===== src/rtl/sa_pkg.sv =====
// Shared definitions for the spatial-array move-buffer channel.
package sa_pkg;

  localparam int SA_DATA_WIDTH      = 32;
  localparam int SA_MOVE_BUFF_DEPTH = 16;

  // Complex data is interleaved in memory: real part first, imaginary part next.
  localparam int REAL_OFFSET = 0;
  localparam int IMAG_OFFSET = 1;

  typedef enum logic [1:0] {
    FEED_IDLE   = 2'd0,
    FEED_STREAM = 2'd1,
    FEED_FLUSH  = 2'd2
  } feed_state_e;

  // Word offset of one half of an interleaved complex value.
  function automatic int cplx_offset(input logic imag);
    return imag ? IMAG_OFFSET : REAL_OFFSET;
  endfunction

endpackage


===== src/rtl/sa_weight_ram.sv =====
// Simple dual-port weight store: one write port, one read port, registered read data.
module sa_weight_ram #(
  parameter int DATA_WIDTH = 32,
  parameter int WORDS      = 64,
  parameter int ADDR_W     = $clog2(WORDS)
) (
  input  logic                  clk,
  input  logic                  wr_en_i,
  input  logic [ADDR_W-1:0]     wr_addr_i,
  input  logic [DATA_WIDTH-1:0] wr_data_i,
  input  logic                  rd_en_i,
  input  logic [ADDR_W-1:0]     rd_addr_i,
  output logic [DATA_WIDTH-1:0] rd_data_o
);

  logic [DATA_WIDTH-1:0] mem_q [WORDS];
  logic [DATA_WIDTH-1:0] rd_data_q;

  // Host write port; contents are deliberately left unreset.
  always_ff @(posedge clk) begin
    if (wr_en_i) begin
      mem_q[wr_addr_i] <= wr_data_i;
    end
  end

  // Read port with one cycle of latency; data holds when no read is issued.
  always_ff @(posedge clk) begin
    if (rd_en_i) begin
      rd_data_q <= mem_q[rd_addr_i];
    end
  end

  assign rd_data_o = rd_data_q;

endmodule


===== src/rtl/sa_move_feeder.sv =====
// Transmit side of the move-buffer channel: streams stored weight sets into a column,
// one word per cycle, as bursts of MOVE_BUFF_DEPTH contiguous words.
module sa_move_feeder
  import sa_pkg::*;
#(
  parameter int DATA_WIDTH      = SA_DATA_WIDTH,
  parameter int MOVE_BUFF_DEPTH = SA_MOVE_BUFF_DEPTH,
  parameter int NUM_SETS        = 4,
  parameter int MAX_BURSTS      = 16,
  parameter int ADDR_W          = $clog2(NUM_SETS * MOVE_BUFF_DEPTH),
  parameter int SET_W           = $clog2(NUM_SETS),
  parameter int BCNT_W          = $clog2(MAX_BURSTS + 1)
) (
  input  logic                  clk,
  input  logic                  rst_n,
  input  logic                  wr_en,
  input  logic [ADDR_W-1:0]     wr_addr,
  input  logic [DATA_WIDTH-1:0] wr_data,
  input  logic                  start,
  input  logic [SET_W-1:0]      set_sel,
  input  logic [BCNT_W-1:0]     burst_cnt,
  input  logic                  hold,
  output logic [DATA_WIDTH-1:0] move_buff_out,
  output logic                  move_buff_out_valid,
  output logic                  busy,
  output logic                  done,
  output logic                  wr_err
);

  localparam int WORD_W = $clog2(MOVE_BUFF_DEPTH);
  localparam logic [WORD_W-1:0] LAST_WORD = WORD_W'(MOVE_BUFF_DEPTH - 1);
  localparam logic [SET_W-1:0]  LAST_SET  = SET_W'(NUM_SETS - 1);

  feed_state_e           state_q, state_d;
  logic [WORD_W-1:0]     word_q, word_d;     // next word index to issue
  logic [SET_W-1:0]      set_q, set_d;       // set of the next word to issue
  logic [BCNT_W-1:0]     bursts_q, bursts_d; // bursts not yet fully issued
  logic                  iss_vld_q, iss_vld_d;
  logic [ADDR_W-1:0]     addr_q, addr_d;
  logic                  busy_q, busy_d;
  logic                  done_q, done_d;
  logic                  wr_err_q;
  logic                  rd_vld_q;
  logic                  out_vld_q;
  logic [DATA_WIDTH-1:0] out_q;
  logic [DATA_WIDTH-1:0] rd_data_s;
  logic                  ram_we_s;
  logic [BCNT_W-1:0]     cmd_bursts_s;

  function automatic logic [ADDR_W-1:0] word_addr(input logic [SET_W-1:0]  s,
                                                   input logic [WORD_W-1:0] w);
    return ADDR_W'(s) * ADDR_W'(MOVE_BUFF_DEPTH) + ADDR_W'(w);
  endfunction

  function automatic logic [SET_W-1:0] next_set(input logic [SET_W-1:0] s);
    return (s == LAST_SET) ? '0 : s + SET_W'(1);
  endfunction

  // Host writes land only while idle so a burst never sees its data change.
  assign ram_we_s     = wr_en && (state_q == FEED_IDLE);
  assign cmd_bursts_s = (burst_cnt > BCNT_W'(MAX_BURSTS)) ? BCNT_W'(MAX_BURSTS) : burst_cnt;

  sa_weight_ram #(
    .DATA_WIDTH (DATA_WIDTH),
    .WORDS      (NUM_SETS * MOVE_BUFF_DEPTH),
    .ADDR_W     (ADDR_W)
  ) u_ram (
    .clk       (clk),
    .wr_en_i   (ram_we_s),
    .wr_addr_i (wr_addr),
    .wr_data_i (wr_data),
    .rd_en_i   (iss_vld_q),
    .rd_addr_i (addr_q),
    .rd_data_o (rd_data_s)
  );

  // Command FSM: accepts a command, issues one read per non-held cycle, then drains.
  always_comb begin
    state_d   = state_q;
    word_d    = word_q;
    set_d     = set_q;
    bursts_d  = bursts_q;
    iss_vld_d = 1'b0;
    addr_d    = addr_q;
    busy_d    = busy_q;
    done_d    = 1'b0;
    case (state_q)
      FEED_IDLE: begin
        if (start && (burst_cnt != '0)) begin
          state_d  = FEED_STREAM;
          busy_d   = 1'b1;
          set_d    = set_sel;
          bursts_d = cmd_bursts_s;
          if (!hold) begin
            // The accepting edge already issues word 0.
            iss_vld_d = 1'b1;
            addr_d    = word_addr(set_sel, '0);
            word_d    = WORD_W'(1);
          end else begin
            word_d    = '0;
          end
        end else if (start) begin
          done_d = 1'b1;
        end else begin
          done_d = 1'b0;
        end
      end
      FEED_STREAM: begin
        if (!hold) begin
          iss_vld_d = 1'b1;
          addr_d    = word_addr(set_q, word_q);
          if (word_q == LAST_WORD) begin
            word_d   = '0;
            set_d    = next_set(set_q);
            bursts_d = bursts_q - BCNT_W'(1);
            if (bursts_q == BCNT_W'(1)) begin
              state_d = FEED_FLUSH;
            end else begin
              state_d = FEED_STREAM;
            end
          end else begin
            word_d = word_q + WORD_W'(1);
          end
        end else begin
          iss_vld_d = 1'b0;
        end
      end
      FEED_FLUSH: begin
        // Leave once the final word sits alone in the output register.
        if (out_vld_q && !rd_vld_q && !iss_vld_q) begin
          state_d = FEED_IDLE;
          busy_d  = 1'b0;
          done_d  = 1'b1;
        end else begin
          state_d = FEED_FLUSH;
        end
      end
      default: begin
        state_d = FEED_IDLE;
        busy_d  = 1'b0;
      end
    endcase
  end

  // Control and issue-stage registers.
  always_ff @(posedge clk or negedge rst_n) begin
    if (!rst_n) begin
      state_q   <= FEED_IDLE;
      word_q    <= '0;
      set_q     <= '0;
      bursts_q  <= '0;
      iss_vld_q <= 1'b0;
      addr_q    <= '0;
      busy_q    <= 1'b0;
      done_q    <= 1'b0;
    end else begin
      state_q   <= state_d;
      word_q    <= word_d;
      set_q     <= set_d;
      bursts_q  <= bursts_d;
      iss_vld_q <= iss_vld_d;
      addr_q    <= addr_d;
      busy_q    <= busy_d;
      done_q    <= done_d;
    end
  end

  // Read-valid tracking and output register; data holds while no word is valid.
  always_ff @(posedge clk or negedge rst_n) begin
    if (!rst_n) begin
      rd_vld_q  <= 1'b0;
      out_vld_q <= 1'b0;
      out_q     <= '0;
    end else begin
      rd_vld_q  <= iss_vld_q;
      out_vld_q <= rd_vld_q;
      if (rd_vld_q) begin
        out_q <= rd_data_s;
      end
    end
  end

  // Sticky flag for host writes dropped while a command is in flight.
  always_ff @(posedge clk or negedge rst_n) begin
    if (!rst_n) begin
      wr_err_q <= 1'b0;
    end else begin
      wr_err_q <= wr_err_q | (wr_en & busy_q);
    end
  end

  assign move_buff_out       = out_q;
  assign move_buff_out_valid = out_vld_q;
  assign busy                = busy_q;
  assign done                = done_q;
  assign wr_err              = wr_err_q;

endmodule


===== config.mk =====
export PLATFORM = sky130hd
export DESIGN_NAME = sa_move_feeder
export DESIGN_NICKNAME = d
export VERILOG_FILES = /design/src/rtl/sa_pkg.sv /design/src/rtl/sa_weight_ram.sv /design/src/rtl/sa_move_feeder.sv
export SDC_FILE = /design/constraint.sdc
export NUM_CORES = 2
export LEC_CHECK = 0
export CORE_UTILIZATION = 45
export DETAILED_ROUTE_END_ITERATION = 8
export PLACE_DENSITY_LB_ADDON = 0.1
export SYNTH_ARGS = -nofsm -noshare
export SYNTH_HDL_FRONTEND = slang
export SYNTH_HIERARCHICAL = 1
export SYNTH_SLANG_ARGS = --single-unit

===== constraint.sdc =====
create_clock -name clk -period 4.3 [get_ports clk]
set_input_delay 0.645 -clock clk [delete_from_list [all_inputs] [get_ports clk]]
set_output_delay 0.645 -clock clk [all_outputs]
set_load 0.02 [all_outputs]

# Word-level counts from Yosys, hierarchy flattened
# Memories as Yosys holds them, arrays and structs flattened. A register that Yosys moved wholly into a read port is not among the register bits.
# Index checks and enable logic that the tools add are counted.
[totals] ramBits=2048 rom_bits=0 ff_bits=57 mem_count=1 elab_cells=82 latchBits=0
[op_classes] n_reduce_logical=14 eq_ne=10 n_shift=0 bitwise=3 n_div=0 add_sub_neg=4 mux=37 order_cmp=1 multipliers=0
[memory_table] memory="u_ram.mem_q" depth=64 width=32 read_ports=1 rd_ports_with_merged_regs=1 wr=1 line="sa_weight_ram.sv:16" text="logic [DATA_WIDTH-1:0] mem_q [WORDS];"
[op_table] cell="$mux 5" n=4
[op_table] cell="$mux 2" n=9
[op_table] cell="$mux 6" n=3
[op_table] cell="$mux 4" n=3
[op_table] cell="$pmux 6 s2" n=1
[op_table] cell="$mux 1" n=10
[op_table] cell="$pmux 5 s2" n=1
[op_table] cell="$reduce_and 3->1" n=3
[op_table] cell="$ne 2x2->1 const B" n=4
[op_table] cell="$pmux 4 s2" n=1
[op_table] cell="$reduce_and 4->1" n=2
[op_table] cell="$add 6x4->6" n=1
[op_table] cell="$pmux 2 s3" n=1
[op_table] cell="$eq 5x1->1 const B" n=1
[op_table] cell="$gt 5x5->1 const B" n=1
[op_table] cell="$reduce_bool 5->1" n=1
[op_table] cell="$sub 5x1->5 const B" n=1
[op_table] cell="$add 4x1->4 const B" n=1
[op_table] cell="$eq 2x2->1 const B" n=2
[op_table] cell="$eq 4x4->1 const B" n=1
[op_table] cell="$logic_and 1x1->1" n=4
[op_table] cell="$pmux 1 s2" n=2
[op_table] cell="$pmux 2 s2" n=1
[op_table] cell="$pmux 1 s3" n=1
[op_table] cell="other kinds (9)" n=10

# Logic depth before layout (Yosys ltp)
[depth] word_depth=5 ltp_mapped=10 depth_no_buf=5

# By module
# The synthesis kept the hierarchy.
[modules_own_cells] module="sa_weight_ram" area_each_um2=78835.6 cells_each=3324 instances=1 seq_area_each_um2=62459.9
[modules_own_cells] module="sa_move_feeder" area_each_um2=2570.0 cells_each=203 instances=1 seq_area_each_um2=1426.4

# Least setup slack after synthesis
# No wires, ideal clock.
[synth_timing] path_kind="register -> register" start="register state_q[1]" end="memory u_ram.mem_q[48][0], enable pin" stages_incl_launch_ff=7 t_required_ns=3.839 arrival_ns=3.483 setup_slack_ns=0.356 setup_time_ns=0.461 path_cell_list="dfrtp_1 -> clkbuf_1 -> inv_1 -> and3_1 -> nor2b_1 -> nand4b_1 -> nor3_1"
[synth_via] elab_chain_cells=4
[synth_lines] element="start: declaration" line="sa_move_feeder.sv:34" text="feed_state_e state_q, state_d;"
[synth_lines] element="start signal: assignment" line="sa_move_feeder.sv:157" text="state_q <= state_d;"
[synth_lines] element="$logic_not 2->1" line="sa_move_feeder.sv:60" text="assign ram_we_s = wr_en && (state_q == FEED_IDLE);"
[synth_lines] element="$logic_and 1x1->1" line="sa_move_feeder.sv:60"
[synth_lines] element="named net ram_we_s" line="sa_move_feeder.sv:47" text="logic ram_we_s;"
[synth_lines] element="$mux 1" line="sa_weight_ram.sv:21" text="if (wr_en_i) begin"
[synth_lines] element="$mux 1 (not written as such)" line="sa_weight_ram.sv:22" text="mem_q[wr_addr_i] <= wr_data_i;"
[synth_lines] element="end: declaration" line="sa_weight_ram.sv:16"
# The timed path passes the listed nets, and every way through them passes these cells.

==> flow_summary.yaml <==
floorplan:
  die_area_mm2: 0.183
  initial_core_util_pct: 45.5
  num_rows: 155
  chipHeight_um: 427
  core_area_mm2: 0.179
  die_x_um: 427
  io_pins: 86
setup_path:
  r2r-end: "u_ram/rd_data_o[12]$_DFFE_PP_"
  cp.required_ns: 4.88
  cp_common_cell: "buf_12"
  worstPathArrival_ns: 4.32
  cp_cell_sequence: "buf_12, buf_12, buf_12, mux4_2, o22ai_1, nor2_1, a21oi_1, nor2_1"
  r2r-start: "addr_q[0]$_DFFE_PN0P_"
  crit_type: "register to register"
  critical-path-slowest-cell: "dfrtp_4"
  cp_max_fo: 23
  reg2reg_slack_ns: 0.56
  cp-end-kind: "register"
  startpoint_type: "register"
  critical-path-max-stage-delay_ns: 0.91
  reg2reg_depth: 8
clocking:
  clk_latency_ns: 0.87
  cts_sinks: 2137
  ctsHtreeMaxLevel: 4
  cts_buffers: 218
  cts_root_buffer: "clkbuf_16"
  cts.clk_slew.worst_paths_ns: 0.06
  clk_path_buf_depth: 3
  cts_tree: "yes"
  ctsResizeCount: 0
route:
  wl_met1_mm: 93.9
  wl_per_cell_um: 34.4
  wirelength_mm: 222
  first_pass_iters: 6
  vias: 39500
  highest_layer: "met5"
  ant_nets: 0
  avgViaCountPerCell: 6.13
  drt_iter0_drc: 4660
  met3_length_mm: 16.1
  wl_met2_mm: 104
  drc: 0
min_path:
  holdCritStartpoint: "wr_data[19]"
  min_to: "u_ram/mem_q[58][19]$_DFFE_PP_"
  min_path_cells: 1
  min_path_type: "input port to register"
grt:
  grt_max_degree: 65
  grt_usage_pct: 24.6
  antenna_found_initial: 26
  grt_pass1_wl_mm: 309
  grt_pass1_vias: 40100
  grt-ovfl-total: 0
sta:
  clock_skew_ns: 0.0312
  maxSlewViolCount: 0
  min_period_ns: 3.74
  timing.hold.ws_ns: 0.127
  rsz0062_at_grt: "no"
  worstMarginPinSlew_ns: 1.29
  fin_crit_sh_pct: 86.9
  final_hold_viol_count: 0
  fin_tns_setup_ns: 0
  setup_viol: 0
  slew_headroom_pct: 13.7
  fmaxAchievable_mhz: 268
logic_synthesis:
  ys_seq_area_share_pct: 78.5
  synth_cells: 3527
  synth_edf_count: 2080
  ys_warn_count: 6
  async_flop_share_pct: 2.67
  syn_avg_cell_area_um2: 23.1
  syn-cell-area_mm2: 0.0814
  ys_ff_latch: 2137
  ys_types: 55
  syn_nets: 3581
  synth-main-ff-cell: "edfxtp_1"
place:
  gp_congestion: 0.867
  io_buffers: 85
  place_hpwl_mm: 132
cells_and_area:
  drive_gt1_share_pct: 30.6
  fillCellCount: 13600
  finalNetCount: 3923
  syn_to_final_growth_pct: 15.6
pwr:
  p_per_area_mw_per_mm2: 626
  irDropWorstVdd_uv: 381
  p_leak_nw: 29.3
outcome:
  status: "finished, final reports clean"
job:
  cap_violations: 0
metal layers:
layer	GRT usage, %	vias up
li1	-	15800
met1	35.9	21700
met2	37.6	1683
met3	4.04	292
met4	8.66	2
met5	0	-
worst max-delay path: cells and delay by family, from the launching register on:
kind / cells / cell delay, ns
flops: 1 / 0.91
compound gates: 2 / 0.91
buf+inv: 3 / 0.76
mux: 1 / 0.52
simple gates: 2 / 0.27
where the power goes:
group          leakage, nW  internal [mW]  switching [mW]  total, mW
clock                 3.45           10.6            8.00       18.6
combinational         6.46           7.01            9.02       16.0
sequential            19.4           23.4           0.841       24.3
total                 29.3           41.1            17.9       58.9
cell families after synthesis:
family	after synthesis	share of synthesized area (%)
adder cells (fa/ha/maj)	4	0.0615
multiplexers	681	16.8
flip-flops	2137	78.5
buffers and inverters	202	1.18
AND/OR/NAND/NOR	262	1.46
AO/OA/AOI/OAI	241	2.00
cells in the mapped netlist, drive strengths merged (11+ instances only):
cell	instances	share of area, %
inv	11	0.051
o221ai	27	0.29
nor2	143	0.66
nand2b	11	0.085
edfxtp	2080	77
mux2	41	0.59
nor2b	16	0.12
clkbuf	82	0.38
o22ai	87	0.67
mux4	544	15
buf	108	0.75
mux2i	96	1.2
a21oi	72	0.45
nand2	41	0.19
dfrtp	57	1.8
a22oi	14	0.13
layout by cell type, fill, tap and decap left out, types with 32 or more instances in the layout:
cell,n
a21oi_1,71
buf_12,51
buf_2,32
buf_4,176
clkbuf_1,44
clkbuf_16,219
clkdlybuf4s50_1,52
clkinv_1,47
clkinv_2,41
dfrtp_1,51
edfxtp_1,2080
mux2_2,36
mux2i_1,96
mux4_2,544
nand2_1,41
nor2_1,81
nor2_4,62
o22ai_1,87
layout make-up:
class | instances | area [um^2] | area share, %
repair buffers | 312 | 3030 | 3.22
inverters | 12 | 45.0 | 0.0479
clock inverters | 133 | 1310 | 1.39
multi-input cells | 1188 | 17000 | 18.1
diodes | 31 | 77.6 | 0.0824
flip-flops and latches | 2137 | 63900 | 67.9
clock buffers | 271 | 5760 | 6.12
well taps | 2355 | 2950 | 3.13
how the worst max path moves through the flow:
stage	start	endpoint
6_report	addr_q[0]$_DFFE_PN0P_	u_ram/rd_data_o[12]$_DFFE_PP_
5_1_grt	addr_q[0]$_DFFE_PN0P_	u_ram/rd_data_o[12]$_DFFE_PP_
4_1_cts	addr_q[0]$_DFFE_PN0P_	u_ram/rd_data_o[12]$_DFFE_PP_
3_5_place_dp	addr_q[0]$_DFFE_PN0P_	u_ram/rd_data_o[27]$_DFFE_PP_
3_3_place_gp	addr_q[0]$_DFFE_PN0P_	u_ram/rd_data_o[28]$_DFFE_PP_
2_1_floorplan	state_q[1]$_DFFE_PN0P_	u_ram/mem_q[48][0]$_DFFE_PP_
sequential cells by signal (all words and copies together) (netlist names):
| signal | cells |
|---|---|
| u_ram/mem_q | 2048 |
| move_buff_out | 32 |
| u_ram/rd_data_o | 32 |
| addr_q | 6 |
| bursts_q | 5 |
| word_q | 4 |
| set_q | 2 |
| state_q | 2 |
| busy | 1 |
| done | 1 |
| iss_vld_q | 1 |
| move_buff_out_valid | 1 |
| rd_vld_q | 1 |
| wr_err | 1 |
metrics by stage:
step	utilization (%)	std cells	setup slack (ns)	area (um^2)	total power, mW
after detailed placement	48.6	6003	0.516	87000	40.8
final	52.6	6439	0.565	94100	58.9
after CTS	52.5	6408	0.501	94000	59.3
after global placement	48.6	6003	0.569	87000	40.6
after floorplan	-	3527	0.356	81400	33.9
after global routing	52.6	6425	0.517	94100	60.8
what timing repair did:
item,CTS,global route
hold endpoints to repair,57,0
hold buffers,1,0
buffers inserted,0,0
Power figures use the tool's default switching activity.
